`src/rtl/adder_share_arbiter_pkg.sv`:
```
// rtl/adder_share_arbiter_pkg.sv - shared defaults and round-robin pick function
package adder_share_arbiter_pkg;

  localparam int DEF_NUM_REQ = 4;
  localparam int DEF_WIDTH   = 64;
  localparam int DEF_ID_W    = 2;
  localparam int MAX_REQ     = 8;
  localparam int PTR_W       = 3;

  // Slots above NUM_REQ are tied low, so a mod-8 search yields the same winner as mod-NUM_REQ.
  function automatic logic [MAX_REQ-1:0] rr_pick(input logic [MAX_REQ-1:0] valid,
                                                 input logic [PTR_W-1:0]   ptr);
    logic [MAX_REQ-1:0] g;
    logic [PTR_W-1:0]   idx;
    g = '0;
    for (int k = 0; k < MAX_REQ; k++) begin
      idx = ptr + PTR_W'(k);
      if (valid[idx] && (g == '0)) g[idx] = 1'b1;
    end
    return g;
  endfunction

endpackage

```
`src/rtl/adder_share_arbiter_if.sv`:
```
// rtl/adder_share_arbiter_if.sv - request and result handshake bundle
interface adder_share_arbiter_if #(
  parameter int NUM_REQ = 4,
  parameter int WIDTH   = 64,
  parameter int ID_W    = 2
) ();
  logic [NUM_REQ-1:0]       req_valid;
  logic [NUM_REQ*WIDTH-1:0] req_a;
  logic [NUM_REQ*WIDTH-1:0] req_b;
  logic [NUM_REQ-1:0]       req_ready;
  logic                     res_valid;
  logic                     res_ready;
  logic [WIDTH-1:0]         res_sum;
  logic [ID_W-1:0]          res_id;
  logic                     res_carry;

  modport slave (
    input  req_valid, req_a, req_b, res_ready,
    output req_ready, res_valid, res_sum, res_id, res_carry
  );

  modport master (
    output req_valid, req_a, req_b, res_ready,
    input  req_ready, res_valid, res_sum, res_id, res_carry
  );
endinterface

```
`src/rtl/adder_share_arbiter_adder.sv`:
```
// rtl/adder_share_arbiter_adder.sv - combinational adder with carry-out
module adder_share_arbiter_adder #(
  parameter int WIDTH = 64
) (
  input  logic [WIDTH-1:0] i_a,
  input  logic [WIDTH-1:0] i_b,
  output logic [WIDTH-1:0] o_sum,
  output logic             o_carry
);
  assign {o_carry, o_sum} = {1'b0, i_a} + {1'b0, i_b};
endmodule

```
`src/rtl/adder_share_arbiter.sv`:
```
// rtl/adder_share_arbiter.sv - round-robin arbiter sharing one adder, one-entry result register
module adder_share_arbiter
  import adder_share_arbiter_pkg::*;
#(
  parameter int NUM_REQ = DEF_NUM_REQ,
  parameter int WIDTH   = DEF_WIDTH,
  parameter int ID_W    = DEF_ID_W
) (
  input logic                  clk,
  input logic                  rst_n,
  adder_share_arbiter_if.slave bus
);

  logic               w_can_accept;
  logic [NUM_REQ-1:0] w_grant;
  logic               w_grant_any;
  logic [ID_W-1:0]    w_gnt_idx;
  logic [ID_W-1:0]    w_ptr_next;
  logic [WIDTH-1:0]   w_a;
  logic [WIDTH-1:0]   w_b;
  logic [WIDTH-1:0]   w_sum;
  logic               w_carry;

  logic               r_res_valid;
  logic [WIDTH-1:0]   r_res_sum;
  logic               r_res_carry;
  logic [ID_W-1:0]    r_res_id;
  logic [ID_W-1:0]    r_rr_ptr;

  assign w_can_accept = !r_res_valid || bus.res_ready;

  // Grant is held off during reset so no requester sees a handshake it cannot complete.
  assign w_grant = (rst_n && w_can_accept)
                 ? NUM_REQ'(rr_pick(MAX_REQ'(bus.req_valid), PTR_W'(r_rr_ptr)))
                 : '0;
  assign w_grant_any = |w_grant;

  always_comb begin
    w_gnt_idx = '0;
    for (int i = 0; i < NUM_REQ; i++) begin
      if (w_grant[i]) w_gnt_idx = ID_W'(i);
    end
  end

  assign w_ptr_next = (w_gnt_idx == ID_W'(NUM_REQ - 1)) ? '0 : w_gnt_idx + ID_W'(1);
  assign w_a        = bus.req_a[w_gnt_idx*WIDTH +: WIDTH];
  assign w_b        = bus.req_b[w_gnt_idx*WIDTH +: WIDTH];

  adder_share_arbiter_adder #(
    .WIDTH (WIDTH)
  ) u_adder (
    .i_a     (w_a),
    .i_b     (w_b),
    .o_sum   (w_sum),
    .o_carry (w_carry)
  );

  always_ff @(posedge clk or negedge rst_n) begin
    if (!rst_n) begin
      r_res_valid <= 1'b0;
      r_res_sum   <= '0;
      r_res_carry <= 1'b0;
      r_res_id    <= '0;
      r_rr_ptr    <= '0;
    end else if (w_grant_any) begin
      r_res_valid <= 1'b1;
      r_res_sum   <= w_sum;
      r_res_carry <= w_carry;
      r_res_id    <= w_gnt_idx;
      r_rr_ptr    <= w_ptr_next;
    end else if (bus.res_ready) begin
      r_res_valid <= 1'b0;
    end
  end

  assign bus.req_ready = w_grant;
  assign bus.res_valid = r_res_valid;
  assign bus.res_sum   = r_res_sum;
  assign bus.res_carry = r_res_carry;
  assign bus.res_id    = r_res_id;

endmodule

```
`src/flat_wrapper.sv`:
```
// flat-port wrapper written by rule: the top's interface ports become plain ports
module adder_share_arbiter_flat import adder_share_arbiter_pkg::*;
#(
  parameter int NUM_REQ = DEF_NUM_REQ,
  parameter int WIDTH   = DEF_WIDTH,
  parameter int ID_W    = DEF_ID_W
)
  (clk, rst_n, bus_req_valid, bus_req_a, bus_req_b, bus_res_ready, bus_req_ready, bus_res_valid, bus_res_sum, bus_res_id, bus_res_carry);
  adder_share_arbiter_if #(.NUM_REQ(NUM_REQ), .WIDTH(WIDTH), .ID_W(ID_W)) bus_i ();
  input logic clk;
  input logic rst_n;
  input wire logic [$bits(bus_i.req_valid)-1:0] bus_req_valid;
  input wire logic [$bits(bus_i.req_a)-1:0] bus_req_a;
  input wire logic [$bits(bus_i.req_b)-1:0] bus_req_b;
  input wire logic [$bits(bus_i.res_ready)-1:0] bus_res_ready;
  output wire logic [$bits(bus_i.req_ready)-1:0] bus_req_ready;
  output wire logic [$bits(bus_i.res_valid)-1:0] bus_res_valid;
  output wire logic [$bits(bus_i.res_sum)-1:0] bus_res_sum;
  output wire logic [$bits(bus_i.res_id)-1:0] bus_res_id;
  output wire logic [$bits(bus_i.res_carry)-1:0] bus_res_carry;
  assign bus_i.req_valid = bus_req_valid;
  assign bus_i.req_a = bus_req_a;
  assign bus_i.req_b = bus_req_b;
  assign bus_i.res_ready = bus_res_ready;
  assign bus_req_ready = bus_i.req_ready;
  assign bus_res_valid = bus_i.res_valid;
  assign bus_res_sum = bus_i.res_sum;
  assign bus_res_id = bus_i.res_id;
  assign bus_res_carry = bus_i.res_carry;
  adder_share_arbiter #(.NUM_REQ(NUM_REQ), .WIDTH(WIDTH), .ID_W(ID_W)) u_core (.clk(clk), .rst_n(rst_n), .bus(bus_i));
endmodule
```
`config.mk`:
```
export PLATFORM = sky130hd
export DESIGN_NAME = adder_share_arbiter_flat
export DESIGN_NICKNAME = d
export VERILOG_FILES = /design/src/rtl/adder_share_arbiter_pkg.sv /design/src/rtl/adder_share_arbiter_if.sv /design/src/rtl/adder_share_arbiter_adder.sv /design/src/rtl/adder_share_arbiter.sv /design/src/flat_wrapper.sv
export SDC_FILE = /design/constraint.sdc
export NUM_CORES = 1
export LEC_CHECK = 0
export BUFFER_PORTS_ARGS = -buffer_cell sky130_fd_sc_hd__buf_2
export CAP_MARGIN = 10
export CORE_AREA = 8 8 224 226
export CTS_BUF_LIST = sky130_fd_sc_hd__clkbuf_16
export CTS_CLUSTER_DIAMETER = 80
export CTS_CLUSTER_SIZE = 16
export DETAILED_ROUTE_END_ITERATION = 12
export DIE_AREA = 0 0 232 234
export GPL_TIMING_DRIVEN = 0
export SLEW_MARGIN = 20
export SYNTH_ARGS = -nofsm -noshare
export SYNTH_HDL_FRONTEND = slang
export SYNTH_SLANG_ARGS = --single-unit
```
`constraint.sdc`:
```
create_clock -name clk -period 16.1 [get_ports clk]
set_clock_uncertainty 0.15 [all_clocks]
set_input_delay 2.415 -clock clk [delete_from_list [all_inputs] [get_ports clk]]
set_output_delay 2.415 -clock clk [all_outputs]
set_load 0.005 [all_outputs]
```
# Yosys cells after proc, flatten, opt, wreduce, memory -nomap -nowiden
# Cells that the tools add are included.
[totals]
reg_bits = 70
inputBits = 519
out_inout_bits = 72
wordCells = 114
[classes]
add_sub_neg = 9
order_cmp = 16
n_eq_ne = 1
shifts = 2
n_mux = 47
bitwise_logic = 7
reduce_logical = 27
[op_table]
columns = ["op", "count"]
rows = [
  ["$shiftx A256 B9 Y64", 2],
  ["$add A64 B64 Y65", 1],
  ["$logic_not A8 Y1", 7],
  ["$mux W8", 6],
  ["$or A8 B8 Y8", 6],
  ["$lt A3 B4 Y1 const B", 7],
  ["$bmux W1 S3", 7],
  ["$demux W1 S3", 7],
  ["$ge A3 B1 Y1 const B", 7],
  ["$mux W1", 19],
  ["$logic_and A1 B1 Y1", 16],
  ["$add A2 B3 Y3 const B", 4],
  ["$mux W4", 3],
  ["$add A2 B2 Y3 const B", 2],
  ["$mux W2", 3],
  ["$lt A2 B4 Y1 const B", 1],
  ["$or A4 B4 Y4", 1],
  ["$reduce_or A4 Y1", 1],
  ["$add A2 B1 Y3 const B", 1],
  ["$add A2 B1 Y2 const B", 1],
  ["$bmux W1 S2", 1],
  ["$demux W1 S2", 1],
  ["$eq A2 B2 Y1 const B", 1],
  ["$ge A2 B1 Y1 const B", 1],
  ["other kinds (3)", 3],
]

# Longest topological paths before layout
[depth]
word_depth = 32
depth_mapped = 31
mapped_depth_nobuf = 26

# By module
# A second synthesis with hierarchy kept.
[unflattened]
cells_unflattened = 1444
hier_area_um2 = 11566.1
[by_module_without_submodules]
columns = ["module", "n_inst", "cells_per_inst", "area_per_inst_um2", "seq_area_each_um2"]
rows = [
  ["adder_share_arbiter", 1, 868, 7577.3, 1751.7],
  ["adder_share_arbiter_adder", 1, 576, 3988.8, 0.0],
]

# Worst setup path after synthesis
# OpenSTA, ideal clock, no wires.
[synth_path]
path_type = "input to register"
from = "input bus_req_valid[3]"
to = "register u_core.r_res_sum[58] (netlist: u_core.bus.res_sum[58])"
setup_time_ps = 124
arrival_ps = 8950
required_time_ps = 15826
path_slack_ps = 6876
stages = 28
n_path_buf = 4
cell_sequence = "mux4_2 buf_6 a211o_1 a21oi_2 a211oi_2 a41o_1 or3_1 or4b_1 and2_4 a21o_1 clkbuf_1 buf_6 buf_6 mux2i_1 o21ai_1 ha_1 fa_1 a21o_1 a21o_1 a211oi_1 nor3_1 a311oi_1 a2111o_1 a21boi_0 o21ai_0 nand2_1 a311o_1 o31a_1"
[synth_via]
elab_chain_cells = 30
word_cells_on_any_way = 53
classes_between = "add/sub: 1; shift: 2; mux: 28; bitwise: 7; reduce/logical: 15"
[synth_rtl]
columns = ["item", "line_no", "source"]
rows = [
  ["from (decl)", "flat_wrapper.sv:12", "input wire logic [$bits(bus_i.req_valid)-1:0] bus_req_valid;"],
  ["$bmux W1 S2", "adder_share_arbiter_pkg.sv:18", "if (valid[idx] && (g == '0)) g[idx] = 1'b1;"],
  ["$mux W1 (not written as such)", "adder_share_arbiter_pkg.sv:18", ""],
  ["$mux W4", "adder_share_arbiter_pkg.sv:18", ""],
  ["$logic_not A8 Y1", "adder_share_arbiter_pkg.sv:18", ""],
  ["$logic_and A1 B1 Y1", "adder_share_arbiter_pkg.sv:18", ""],
  ["$mux W8", "adder_share_arbiter_pkg.sv:18", ""],
  ["$logic_not A8 Y1", "adder_share_arbiter_pkg.sv:18", ""],
  ["$logic_and A1 B1 Y1", "adder_share_arbiter_pkg.sv:18", ""],
  ["[13 not listed]", "n/a", ""],
  ["$logic_not A8 Y1", "adder_share_arbiter_pkg.sv:18", ""],
  ["$logic_and A1 B1 Y1", "adder_share_arbiter_pkg.sv:18", ""],
  ["$mux W4 (*)", "adder_share_arbiter_pkg.sv:18", ""],
  ["$mux W4 (*)", "adder_share_arbiter.sv:34", "? NUM_REQ'(rr_pick(MAX_REQ'(bus.req_valid), PTR_W'(r_rr_ptr)))"],
  ["$mux W1", "adder_share_arbiter.sv:41", "if (w_grant[i]) w_gnt_idx = ID_W'(i);"],
  ["$mux W2 (2 in series)", "adder_share_arbiter.sv:41", ""],
  ["$shiftx A256 B9 Y64 (on tied branches)", "adder_share_arbiter.sv:46, adder_share_arbiter.sv:47", ""],
  ["$add A64 B64 Y65", "adder_share_arbiter_adder.sv:10", "assign {o_carry, o_sum} = {1'b0, i_a} + {1'b0, i_b};"],
  ["to (signal assigned)", "adder_share_arbiter.sv:67", "r_res_sum <= w_sum;"],
  ["to (decl)", "adder_share_arbiter.sv:25", "logic [WIDTH-1:0] r_res_sum;"],
]
# Mark *: on every way between the ends. The rest lies on a longest branch, timed or not. The select of a mux whose other input is x is not followed.
# A chain may end at the register's enable or synchronous reset.

# Worst setup path in the final report
[layout_path]
from = "input bus_req_valid[3]"
to = "register u_core.r_res_carry (netlist: u_core.bus.res_carry)"
[layout_via]
elab_chain_cells = 30
word_cells_on_any_way = 53
classes_between = "add/sub: 1; shift: 2; mux: 28; bitwise: 7; reduce/logical: 15"
[layout_rtl]
columns = ["item", "line_no", "source"]
rows = [
  ["$bmux W1 S2", "adder_share_arbiter_pkg.sv:18", ""],
  ["$mux W1 (not written as such)", "adder_share_arbiter_pkg.sv:18", ""],
  ["$mux W4", "adder_share_arbiter_pkg.sv:18", ""],
  ["$logic_not A8 Y1", "adder_share_arbiter_pkg.sv:18", ""],
  ["$logic_and A1 B1 Y1", "adder_share_arbiter_pkg.sv:18", ""],
  ["$mux W8", "adder_share_arbiter_pkg.sv:18", ""],
  ["$logic_not A8 Y1", "adder_share_arbiter_pkg.sv:18", ""],
  ["$logic_and A1 B1 Y1", "adder_share_arbiter_pkg.sv:18", ""],
  ["[13 not listed]", "n/a", ""],
  ["$logic_not A8 Y1", "adder_share_arbiter_pkg.sv:18", ""],
  ["$logic_and A1 B1 Y1", "adder_share_arbiter_pkg.sv:18", ""],
  ["$mux W4 (*)", "adder_share_arbiter_pkg.sv:18", ""],
  ["$mux W4 (*)", "adder_share_arbiter.sv:34", ""],
  ["$mux W1", "adder_share_arbiter.sv:41", ""],
  ["$mux W2 (2 in series)", "adder_share_arbiter.sv:41", ""],
  ["$shiftx A256 B9 Y64 (on tied branches)", "adder_share_arbiter.sv:46, adder_share_arbiter.sv:47", ""],
  ["$add A64 B64 Y65", "adder_share_arbiter_adder.sv:10", ""],
  ["to (signal assigned)", "adder_share_arbiter.sv:68", "r_res_carry <= w_carry;"],
  ["to (decl)", "adder_share_arbiter.sv:26", "logic r_res_carry;"],
]
# Marks and branches as above.

==> flow_summary.ini <==
[timing]
holdWs_ns = 0.3301
max_slew_margin = 0.2815
grt_setup_unrepaired = no
fin_crit_ns = 12.73
drv_slew = 0
hold_viol = 0
finalWorstSetupSlack_ns = 3.366
setup_tns_ns = 0
fmax_mhz = 78.53
period_share = 0.7910
finalSetupViolations = 0
tightestPinTransition_ns = 1.078

[route]
drc = 0
postRouteAntennaNets = 0
first_pass_iters = 5
routed_wl_um = 63610
vias = 13006
drt-initial-drc-count = 839
avgViaCountPerCell = 5.163
wire_per_inst_um = 25.25

[yosys]
yosys.area.top_type = dfrtp_1
synth_mux_area_frac = 0.1117
synth_fa_ha_area_frac = 0.09325
synth_edf_count = 0
yosys_warnings = 0
ys.flop_type = dfrtp_1
yosysSeqAreaShare = 0.1774
synthesis.instances = 1289
post_synth.cell_area_avg_um2 = 7.662
yosys_register_bits = 70
syn-cell-area_um2 = 9876
synthDistinctLibCells = 75
synth_nets = 1881
synth_top_area_share = 0.1774
ys_async_sr_fraction = 1.000
synth_compound_area_frac = 0.3687
synth_top_family_by_area = compound AO/OA/AOI/OAI gates
yosys-top-cells-area = dfrtp_1 18%, mux2i_1 10%, ha_1 9.1%, o21ai_1 7.8%, a22oi_1 7.6%
synth-simple-area-share = 0.1485
synth_xor_area_frac = 0.04789

[layout]
syn2layout_area_growth_pct = 41.66
finalNetCount = 2485
drive_above_1_share = 0.3467
final_core_util = 0.2986

[grt]
grt_pass1_wl_um = 89560
grt_max_degree = 46
grt_overflow = 0
antenna_found_initial = 27
grtUsageTotal = 0.2220
grt_pass1_vias = 13536

[clock_tree]
cts_hold_buf = 0
cts_tree = built
cts.sinks = 70
cts_root_buffer = clkbuf_16
insertion_delay_ns = 0.37
clk_pin_slew_worst_paths_ns = 0.07
h-tree-depth = 3
cts-buffers-inserted = 9
cts_setup_buffers = 0
cts_buffer_depth = 2
cts_resized = 0

[min_path]
min_path_type = flop to flop
min_from = u_core.bus.res_sum[46]$_DFFE_PN0P_

[setup_path]
critPathLaunch = bus_req_valid[3]
worst_setup_path_end_kind = flop
slowest_stage = clkbuf_1
slowest_delay_ns = 0.81
path_common_cell = o21ai_1
reg2reg_depth = 30
cp_max_fo = 10
r2r-end = u_core.bus.res_carry$_DFFE_PN0P_
crit_type = input port to flop
crit_path_start_kind = input port
cp_data_arrival_time_ns = 12.81
endpoint = u_core.bus.res_carry$_DFFE_PN0P_
r2r_start = u_core.r_rr_ptr[0]$_DFFE_PN0P_
r2r_slack_ns = 3.69
cp.required_ns = 16.18

[placement]
numPortBuffers = 590
place_congestion = 0.9361
hpwlAfterDp_um = 54900
dp_worst_setup_slack_ns = 2.497

[outcome]
status = finished clean

[floorplan]
top_level_ports = 591
die_w_um = 232
initial_core_util = 0.2108
rows = 80
core_um2 = 46840
fp.dieH_um = 234
die-area_um2 = 54290

[flow_run]
drv_cap = 0
## critical path, delay by kind of cell
| kind | cells | cell delay, ns |
|---|---|---|
| AO/OA/AOI/OAI | 17 | 6.29 |
| AND/OR/NAND/NOR | 3 | 1.01 |
| buffers and inverters | 5 | 1.75 |
| multiplexers | 1 | 0.53 |
| adder cells (fa/ha/maj) | 2 | 0.76 |
## cells by family (layout without fill, tap and decap cells)
family	count (synthesis)	after routing
AO/OA/AOI/OAI	561	561
XOR/XNOR	54	54
adder cells (fa/ha/maj)	73	73
buffers and inverters	108	717
flip-flops	70	70
multiplexers	106	106
other	0	6
AND/OR/NAND/NOR	317	317
## synth_stat cells, types with 3 or more instances
library cell,n
nor4_1,3
buf_6,12
xor2_1,31
a22oi_1,100
o21a_1,5
or3_1,5
nor3b_1,4
dfrtp_1,70
nand2b_1,15
a311oi_1,3
buf_4,3
buf_1,8
nor4b_1,3
nor2_1,41
o41ai_1,3
xnor2_1,23
a31oi_1,8
nand3_1,17
o211a_1,3
o21ai_0,36
mux2i_1,99
mux2_4,3
a21o_1,48
a21oi_1,70
clkbuf_1,53
a211oi_1,10
a32oi_1,30
buf_2,10
o22ai_1,31
o21bai_1,5
nor3_1,13
nor2b_1,11
inv_1,22
nand2_1,165
o31ai_1,9
and2_1,9
or2_2,4
and3_1,8
o21ai_1,153
nand4_1,11
ha_1,72
a211o_1,5
a21boi_0,7
o31a_1,4
## flip-flops by register name, indices dropped and copies added (netlist names)
signal and cells:
u_core.bus.res_carry 1, u_core.bus.res_id 2, u_core.bus.res_sum 64, u_core.bus.res_valid 1
u_core.r_rr_ptr 2
## worst min path at each step
| stage | endpoint | cells after the start |
|---|---|---|
| 6_report | u_core.bus.res_sum[46]$_DFFE_PN0P_ | 2 |
| 5_1_grt | u_core.bus.res_id[0]$_DFFE_PN0P_ | 1 |
| 4_1_cts | u_core.bus.res_id[0]$_DFFE_PN0P_ | 1 |
| 3_5_place_dp | u_core.bus.res_id[0]$_DFFE_PN0P_ | 1 |
| 3_3_place_gp | u_core.bus.res_sum[36]$_DFFE_PN0P_ | 2 |
| 2_1_floorplan | u_core.bus.res_sum[36]$_DFFE_PN0P_ | 2 |
## area by class of cell
| cell class | instances | area (um^2) |
|---|---|---|
| repair buffers | 593 | 3013 |
| fillers | 5146 | 32860 |
| clock buffers | 9 | 225.2 |
| plain buffers | 86 | 436.7 |
| multi-input cells | 1111 | 7622 |
| flip-flops and latches | 70 | 1752 |
| diodes | 6 | 15.01 |
| inverters | 22 | 82.58 |
| clock inverters | 7 | 73.82 |
| well taps | 615 | 769.5 |
## layout by cell type (no fill, tap or decap), types with 6 or more instances in the layout
cell and instances:
buf_2 599, nand2_1 165, o21ai_1 153, a22oi_1 100
mux2i_1 99, ha_1 72, a21oi_1 70, dfrtp_1 70
clkbuf_1 53, a21o_1 48, nor2_1 39, o21ai_0 36
o22ai_1 31, xor2_1 31, a32oi_1 30, xnor2_1 23
inv_1 22, nand3_1 17, nand2b_1 15, nor3_1 13
buf_6 12, nor2b_1 11, nand4_1 11, a211oi_1 10
and2_1 9, o31ai_1 9, clkbuf_16 9, buf_1 8
and3_1 8, a31oi_1 8, a21boi_0 7, diode_2 6
## per-stage QoR
stage	cells	area, um^2
floorplan	1289	9876
global placement	2494	13600
detailed placement	2496	13660
CTS	2512	13960
global route	2518	13990
finish	2519	13990
## routing by layer
metal / track usage / vias up / part of all wire
li1: - / 6141 / -
met1: 0.2586 / 6100 / 0.40
met2: 0.3895 / 656 / 0.49
met3: 0.05032 / 89 / 0.076
met4: 0.09030 / 20 / 0.036
met5: 0 / - / 0.0020
Power is left out: the tool's default activity adds up to more than one toggle a clock period on the data nets, which glitch-free logic cannot reach.
